[src/rtl/flash_pkg.sv]
// flash_pkg: shared state encoding, flash command bytes, status-register bit
// positions and the byte-lane decode used by the flash programmer.
package flash_pkg;

  typedef enum logic [2:0] {
    ST_IDLE = 3'd0,
    ST_CMD  = 3'd1,
    ST_DATA = 3'd2,
    ST_POLL = 3'd3,
    ST_CLR  = 3'd4,
    ST_ACK  = 3'd5
  } state_e;

  localparam logic [7:0] CMD_PROG       = 8'h40;
  localparam logic [7:0] CMD_ERASE      = 8'h20;
  localparam logic [7:0] CMD_CONFIRM    = 8'hD0;
  localparam logic [7:0] CMD_READ_ARRAY = 8'hFF;

  // Flash status register bits
  localparam int SR_READY     = 7;
  localparam int SR_ERASE_ERR = 5;
  localparam int SR_PROG_ERR  = 4;

  localparam logic [7:0] STATUS_RST = 8'h80;

  // Latched operation: erase flag plus the byte driven in the DATA phase
  typedef struct packed {
    logic       erase;
    logic [7:0] wbyte;
  } op_t;

  // Byte-lane decode result; ok=0 when sel is not one-hot
  typedef struct packed {
    logic       ok;
    logic [1:0] lane;
  } lane_t;

  // Big-endian lane: sel[3] is byte 0 of the word
  function automatic lane_t sel_lane(input logic [3:0] sel);
    lane_t r;
    r.ok   = 1'b1;
    r.lane = 2'd0;
    case (sel)
      4'b1000: r.lane = 2'd0;
      4'b0100: r.lane = 2'd1;
      4'b0010: r.lane = 2'd2;
      4'b0001: r.lane = 2'd3;
      default: r.ok   = 1'b0;
    endcase
    return r;
  endfunction

  function automatic logic [7:0] lane_byte(input logic [31:0] d, input logic [1:0] lane);
    logic [7:0] b;
    case (lane)
      2'd0:    b = d[31:24];
      2'd1:    b = d[23:16];
      2'd2:    b = d[15:8];
      default: b = d[7:0];
    endcase
    return b;
  endfunction

endpackage

[src/rtl/flash_phase.sv]
// flash_phase: per-phase bus timer. A phase is WS strobe cycles followed by
// one recovery cycle; the counter wraps by itself so back-to-back phases
// (repeated polls) need no restart, and clr realigns it on a state change.
module flash_phase #(
  parameter int WS = 5
) (
  input  logic wb_clk_i,
  input  logic wb_rst_i,
  input  logic run,
  input  logic clr,
  output logic strobe,
  output logic last,
  output logic phase_done
);

  localparam int CW = $clog2(WS + 1);

  logic [CW-1:0] cnt;

  // Cycle counter within the current phase
  always_ff @(posedge wb_clk_i) begin
    if (!wb_rst_i || !run || clr || phase_done) cnt <= '0;
    else                                       cnt <= cnt + 1'b1;
  end

  assign strobe     = run && (cnt <  CW'(WS));
  assign last       = run && (cnt == CW'(WS - 1));
  assign phase_done = run && (cnt == CW'(WS));

endmodule

[src/rtl/flash_prog.sv]
// flash_prog: Wishbone slave that programs/erases an 8-bit parallel flash
// using the 0x40 / 0x20-0xD0 command sets, polls the status register until
// ready and returns the part to read-array mode before acking.
// Optional feature: define FLASH_PROG_TIMEOUT_EN to bound status polling
// to TMO clock cycles (sets the tmo sticky bit on expiry).
module flash_prog
  import flash_pkg::*;
#(
  parameter int          WS  = 5,
  parameter logic [23:0] TMO = 24'hFFFFFF
) (
  input  logic        wb_clk_i,
  input  logic        wb_rst_i,
  input  logic [31:0] wb_adr_i,
  input  logic [31:0] wb_dat_i,
  output logic [31:0] wb_dat_o,
  input  logic [3:0]  wb_sel_i,
  input  logic        wb_we_i,
  input  logic        wb_stb_i,
  input  logic        wb_cyc_i,
  output logic        wb_ack_o,
  output logic [31:0] flash_adr_o,
  output logic [7:0]  flash_dat_o,
  input  logic [7:0]  flash_dat_i,
  output logic        flash_dat_t,
  output logic        flash_ce,
  output logic        flash_oe,
  output logic        flash_we,
  output logic        flash_rst,
  output logic        flash_byte_cfg
);

  state_e     state, state_n;
  op_t        op;
  lane_t      ln;
  logic [7:0] status;
  logic       perr, tmo, badsel;
  logic       accept;
  logic       ph_run, ph_clr, ph_strobe, ph_last, ph_done;
  logic       poll_ready, tmo_hit;

  assign accept     = (state == ST_IDLE) && wb_cyc_i && wb_stb_i;
  assign ln         = sel_lane(wb_sel_i);
  assign poll_ready = ph_done && status[SR_READY];

  assign flash_rst      = wb_rst_i;
  assign flash_byte_cfg = 1'b0;

  // Upper address byte and word offset never reach the flash
  logic unused_adr;
  assign unused_adr = &{1'b0, wb_adr_i[31:24], wb_adr_i[1:0]};

  assign ph_run = (state == ST_CMD) || (state == ST_DATA) ||
                  (state == ST_POLL) || (state == ST_CLR);
  assign ph_clr = (state_n != state);

  flash_phase #(.WS(WS)) u_phase (
    .wb_clk_i   (wb_clk_i),
    .wb_rst_i   (wb_rst_i),
    .run        (ph_run),
    .clr        (ph_clr),
    .strobe     (ph_strobe),
    .last       (ph_last),
    .phase_done (ph_done)
  );

`ifdef FLASH_PROG_TIMEOUT_EN
  logic [23:0] tcnt;

  // Counts cycles spent in POLL; zero on every entry
  always_ff @(posedge wb_clk_i) begin
    if (!wb_rst_i || state != ST_POLL) tcnt <= '0;
    else                               tcnt <= tcnt + 24'd1;
  end

  assign tmo_hit = (state == ST_POLL) && (tcnt == TMO - 24'd1);
`else
  logic [23:0] unused_tmo;
  assign unused_tmo = TMO;
  assign tmo_hit    = 1'b0;
`endif

  // State register
  always_ff @(posedge wb_clk_i) begin
    if (!wb_rst_i) state <= ST_IDLE;
    else           state <= state_n;
  end

  // Next state and flash/Wishbone strobes decoded from the current state
  always_comb begin
    state_n     = state;
    flash_ce    = 1'b1;
    flash_oe    = 1'b1;
    flash_we    = 1'b1;
    flash_dat_t = 1'b1;
    flash_dat_o = 8'h00;
    wb_ack_o    = 1'b0;
    case (state)
      ST_IDLE: begin
        if (accept) begin
          if (!wb_we_i || wb_adr_i[23])    state_n = ST_ACK;
          else if (wb_adr_i[22] || ln.ok)  state_n = ST_CMD;
          else                             state_n = ST_ACK;
        end
      end
      ST_CMD: begin
        flash_dat_t = 1'b0;
        flash_dat_o = op.erase ? CMD_ERASE : CMD_PROG;
        flash_ce    = ~ph_strobe;
        flash_we    = ~ph_strobe;
        if (ph_done) state_n = ST_DATA;
      end
      ST_DATA: begin
        flash_dat_t = 1'b0;
        flash_dat_o = op.erase ? CMD_CONFIRM : op.wbyte;
        flash_ce    = ~ph_strobe;
        flash_we    = ~ph_strobe;
        if (ph_done) state_n = ST_POLL;
      end
      ST_POLL: begin
        flash_ce = ~ph_strobe;
        flash_oe = ~ph_strobe;
        if (poll_ready || tmo_hit) state_n = ST_CLR;
      end
      ST_CLR: begin
        flash_dat_t = 1'b0;
        flash_dat_o = CMD_READ_ARRAY;
        flash_ce    = ~ph_strobe;
        flash_we    = ~ph_strobe;
        if (ph_done) state_n = ST_ACK;
      end
      ST_ACK: begin
        // A master that walked away gets no ack
        wb_ack_o = wb_cyc_i && wb_stb_i;
        state_n  = ST_IDLE;
      end
      default: state_n = ST_IDLE;
    endcase
  end

  // Request latch, status capture and sticky error bits
  always_ff @(posedge wb_clk_i) begin
    if (!wb_rst_i) begin
      op          <= '0;
      flash_adr_o <= '0;
      wb_dat_o    <= '0;
      status      <= STATUS_RST;
      perr        <= 1'b0;
      tmo         <= 1'b0;
      badsel      <= 1'b0;
    end else begin
      if (accept) begin
        if (!wb_we_i) begin
          wb_dat_o <= {21'b0, badsel, tmo, perr, status};
        end else if (wb_adr_i[23]) begin
          perr   <= 1'b0;
          tmo    <= 1'b0;
          badsel <= 1'b0;
        end else if (wb_adr_i[22]) begin
          op.erase    <= 1'b1;
          op.wbyte    <= 8'h00;
          flash_adr_o <= {10'b0, wb_adr_i[21:2], 2'b00};
        end else if (ln.ok) begin
          op.erase    <= 1'b0;
          op.wbyte    <= lane_byte(wb_dat_i, ln.lane);
          flash_adr_o <= {10'b0, wb_adr_i[21:2], ln.lane};
        end else begin
          badsel <= 1'b1;
        end
      end
      if (state == ST_POLL && ph_last)
        status <= flash_dat_i;
      if (state == ST_POLL && ph_done &&
          (status[SR_PROG_ERR] || status[SR_ERASE_ERR]))
        perr <= 1'b1;
      if (tmo_hit && !poll_ready)
        tmo <= 1'b1;
    end
  end

endmodule
[config.mk]
export PLATFORM = sky130hd
export DESIGN_NAME = flash_prog
export DESIGN_NICKNAME = d
export VERILOG_FILES = /design/src/rtl/flash_pkg.sv /design/src/rtl/flash_phase.sv /design/src/rtl/flash_prog.sv
export SDC_FILE = /design/constraint.sdc
export NUM_CORES = 1
export LEC_CHECK = 0
export ABC_AREA = 1
export ABC_CLOCK_PERIOD_IN_PS = 4200
export BUFFER_PORTS_ARGS = -buffer_cell sky130_fd_sc_hd__buf_2
export CELL_PAD_IN_SITES_DETAIL_PLACEMENT = 0
export CELL_PAD_IN_SITES_GLOBAL_PLACEMENT = 1
export CORE_MARGIN = 2
export CORE_UTILIZATION = 32
export CTS_CLUSTER_SIZE = 16
export DETAILED_ROUTE_END_ITERATION = 7
export HOLD_SLACK_MARGIN = 0.05
export PLACE_DENSITY = 0.95
export RECOVER_POWER = 100
export SETUP_SLACK_MARGIN = 0.1
export SLEW_MARGIN = 15
export SYNTH_ARGS = -nofsm -noshare
export SYNTH_HDL_FRONTEND = slang
export SYNTH_SLANG_ARGS = --single-unit
[constraint.sdc]
create_clock -name wb_clk_i -period 4.2 [get_ports wb_clk_i]
set_input_delay 1.05 -clock wb_clk_i [delete_from_list [all_inputs] [get_ports wb_clk_i]]
set_output_delay 1.05 -clock wb_clk_i [all_outputs]
set_load 0.03 [all_outputs]
==> results by group <==
CTS
  – Post-CTS Hold Fix Bufs: 0
  – CTS sink count: 57
  – Total CTS buffers: 9
  – CTS HTree Levels: 3
  – Clock Tree Buf Depth: 2
  – Resized cells post-CTS: 0
  – Worst-path clk slew: 0.06 ns
  – Post CTS Setup Buffer Count: 0
  – Root buf cell: clkbuf_8
  – Clk Latency, worst-skew pair: 0.33 ns
  – CTS tree: yes

Hold path
  – Hold Path Stages: 2
  – Min-delay worst type: reg2reg
  – Hold Path Origin: op[3]
  – Hold Path Sink: op[3]

Die
  – Die Span X: 98.8 um
  – Die H: 98.8 um
  – Full die area: 9760 um^2
  – Rows: 34
  – Ports: 160
  – Starting Density: 33.0%
  – Core Region: 8720 um^2

Logic synthesis
  – Sequential area share after synthesis: 39.7%
  – Top post-synthesis cells by area: dfxtp_1 40%, nand2_1 12%, nor2_1 9.8%
  – Most numerous cell in the Yosys netlist: nand2_1
  – Synth cell types: 30
  – Number of flops mapped to enable cells by yosys: 0
  – Synth Flop Type: dfxtp_1
  – Mapped cell area: 2880 um^2
  – Yosys warnings: 0
  – Post-synthesis instance total: between 400 and 500
  – Syn_area_per_cell: between 6 and 7 um^2
  – Synth async-reset ratio: 0%
  – Synth cell count leaders: 90 x nand2_1, 75 x nor2_1, 57 x dfxtp_1, 44 x o21ai_0, 35 x buf_4
  – Cell taking the most area after synthesis: dfxtp_1
  – Post-synth top area share: approximately 40%
  – FF+latch count, synth: 57

Timing
  – Hold Violations, Final: 0
  – Tmin final: ~3.2 ns
  – Slew Limit Fails: 0
  – Final setup margin: roughly 1.0 ns
  – RSZ-0062 raised after global routing: no
  – Post-route clock period utilization: about three quarters
  – Fmax: about 320 MHz
  – Fin Setup TNS: 0 ns
  – Post-route clock skew: between 0.004 and 0.005 ns
  – Final setup vio count: 0
  – Slew headroom: 33.1%
  – Worst slew pin tran: about 1 ns

Run status
  – Status: completed

Critical path
  – Setup CP Type: reg2out
  – Crit end category: output port
  – Crit start category: flip-flop
  – Req. time, crit path: 3.15 ns
  – Reg2Reg Capture Point: flash_adr_o[20]
  – Critical Path AT: 2.12 ns
  – Worst r2r path cells: 7
  – Worst-path fanout max: 5
  – Crit Reg-Reg Startpoint: state[0]
  – R2r setup slk: 1.70 ns

GRT
  – Gr ovfl total: 0
  – Largest net degree at the start of global routing: 44
  – Met1 usage: between 10% and 20%
  – Global routing's busiest layer: met2
  – Global Route met2 Usage: about a quarter
  – Initial antenna violation count: 0
  – Global Route Usage Sum: 14.4%
  – Vias in the first global route: 2693
  – First-pass GRT wire length: 11700 um
  – Grt met3 use: 3.97%

Detailed routing
  – Final ANT Viol Nets: 0
  – First-pass DRT Iterations: 4
  – Vias: 2850
  – DRC: 0
  – DRT iter0 DRCs: 63
  – Drt wl/cell: 11.0 um
  – DRT Wirelength: 7020 um
  – Via density: 4.45

Place
  – DP HPWL: ~5300 um
  – Final Wtd Congestion: between 0.7 and 0.8
  – Port Buffers: between 100 and 150
  – Placed inst area: about 3400 um^2
  – Worst slack, placed: between 1 and 1.5 ns

Final layout
  – Fin util: 40.2%
  – Layout cell share with drive strength beyond 1: 18.4%
  – Final #Nets: 611
  – Final instance area: 3510 um^2
  – P&R area growth vs syn: 22.0%
  – Antenna Cells: 0

Run
  – Max-Cap Viols: 0

Power and ir drop
  – PD cells: 383 nW/um^2
  – Peak VDD IR: 0.000158 V
  – Leakage Power: 1.64 nW
-- logic make-up after synthesis --
group,after synthesis,synth area share (%)
compound gates,71,13.1
xor+xnor,1,0.305
fa+ha+maj,3,1.31
buf+inv,83,16.7
flops,57,39.7
other cells,1,0.130
simple gates,196,28.7
-- how the worst max path moves through the flow --
| stage | startpoint | to | slack, ns | depth (start not counted) |
|---|---|---|---|---|
| 2_1_floorplan | wb_stb_i | wb_ack_o | 1.15 | 2 |
| 3_3_place_gp | wb_sel_i[0] | flash_adr_o[20] | 1.40 | 11 |
| 3_5_place_dp | wb_sel_i[0] | flash_adr_o[13] | 1.36 | 10 |
| 4_1_cts | state[1] | flash_dat_o[5] | 1.23 | 7 |
| 5_1_grt | wb_sel_i[0] | flash_adr_o[20] | 0.66 | 11 |
| 6_report | state[1] | flash_dat_o[5] | 1.03 | 7 |
-- state kept, by name, indices dropped and copies added (netlist names) --
name / flops
flash_adr_o: 22
wb_dat_o: 10
op: 9
status: 8
state: 3
u_phase.cnt: 3
badsel: 1
perr: 1
-- worst max-delay path, cell delays in order (launching register included) --
cell and delay [ns]:
dfxtp_1 0.37, inv_1 0.08, nor3_1 0.37, inv_1 0.12, nor2_1 0.30, nand2_1 0.10, o211ai_1 0.09, clkbuf_1 0.37
-- where the power goes --
part           leakage [nW]  switching, mW  total (mW)  internal [mW]
logic                  1.07          0.161       0.220         0.0589
clock network         0.106          0.225       0.558          0.333
registers             0.461        0.00909       0.564          0.555
-- cell usage in the layout, fill, tap and decap left out, drive strengths merged, types with 3 or more instances in the layout --
master / instances
a21oi: 20
clkbuf: 56
dfxtp: 57
o211ai: 4
nor2: 81
nand3: 17
nand2: 92
o21ai: 44
inv: 37
ha: 3
clkinv: 3
conb: 33
buf: 71
-- routing by layer --
layer	routed length (um)	vias to the layer above
met5	0	-
met4	85	0
met3	502	8
met2	3360	92
met1	3060	1288
li1	-	1462
-- layout make-up --
cell class | count | area (um^2)
Multi-Input combinational cell | 304 | 1340
Inverter | 37 | 139
Clock buffer | 9 | 124
Fill cell | 945 | 5210
Tap cell | 108 | 135
Timing Repair Buffer | 118 | 534
Sequential cell | 57 | 1140
Clock inverter | 7 | 93.8
-- through the flow --
| stage | hold WS [ns] | total power, mW | instances |
|---|---|---|---|
| floorplan | 0.430 | 0.759 | 444 |
| global placement | 0.450 | 0.804 | 624 |
| detailed placement | 0.457 | 0.806 | 624 |
| CTS | 0.466 | 1.37 | 640 |
| global route | 0.494 | 1.41 | 640 |
| finish | 0.465 | 1.34 | 640 |
Note: power is estimated with default switching activity, not from simulation.
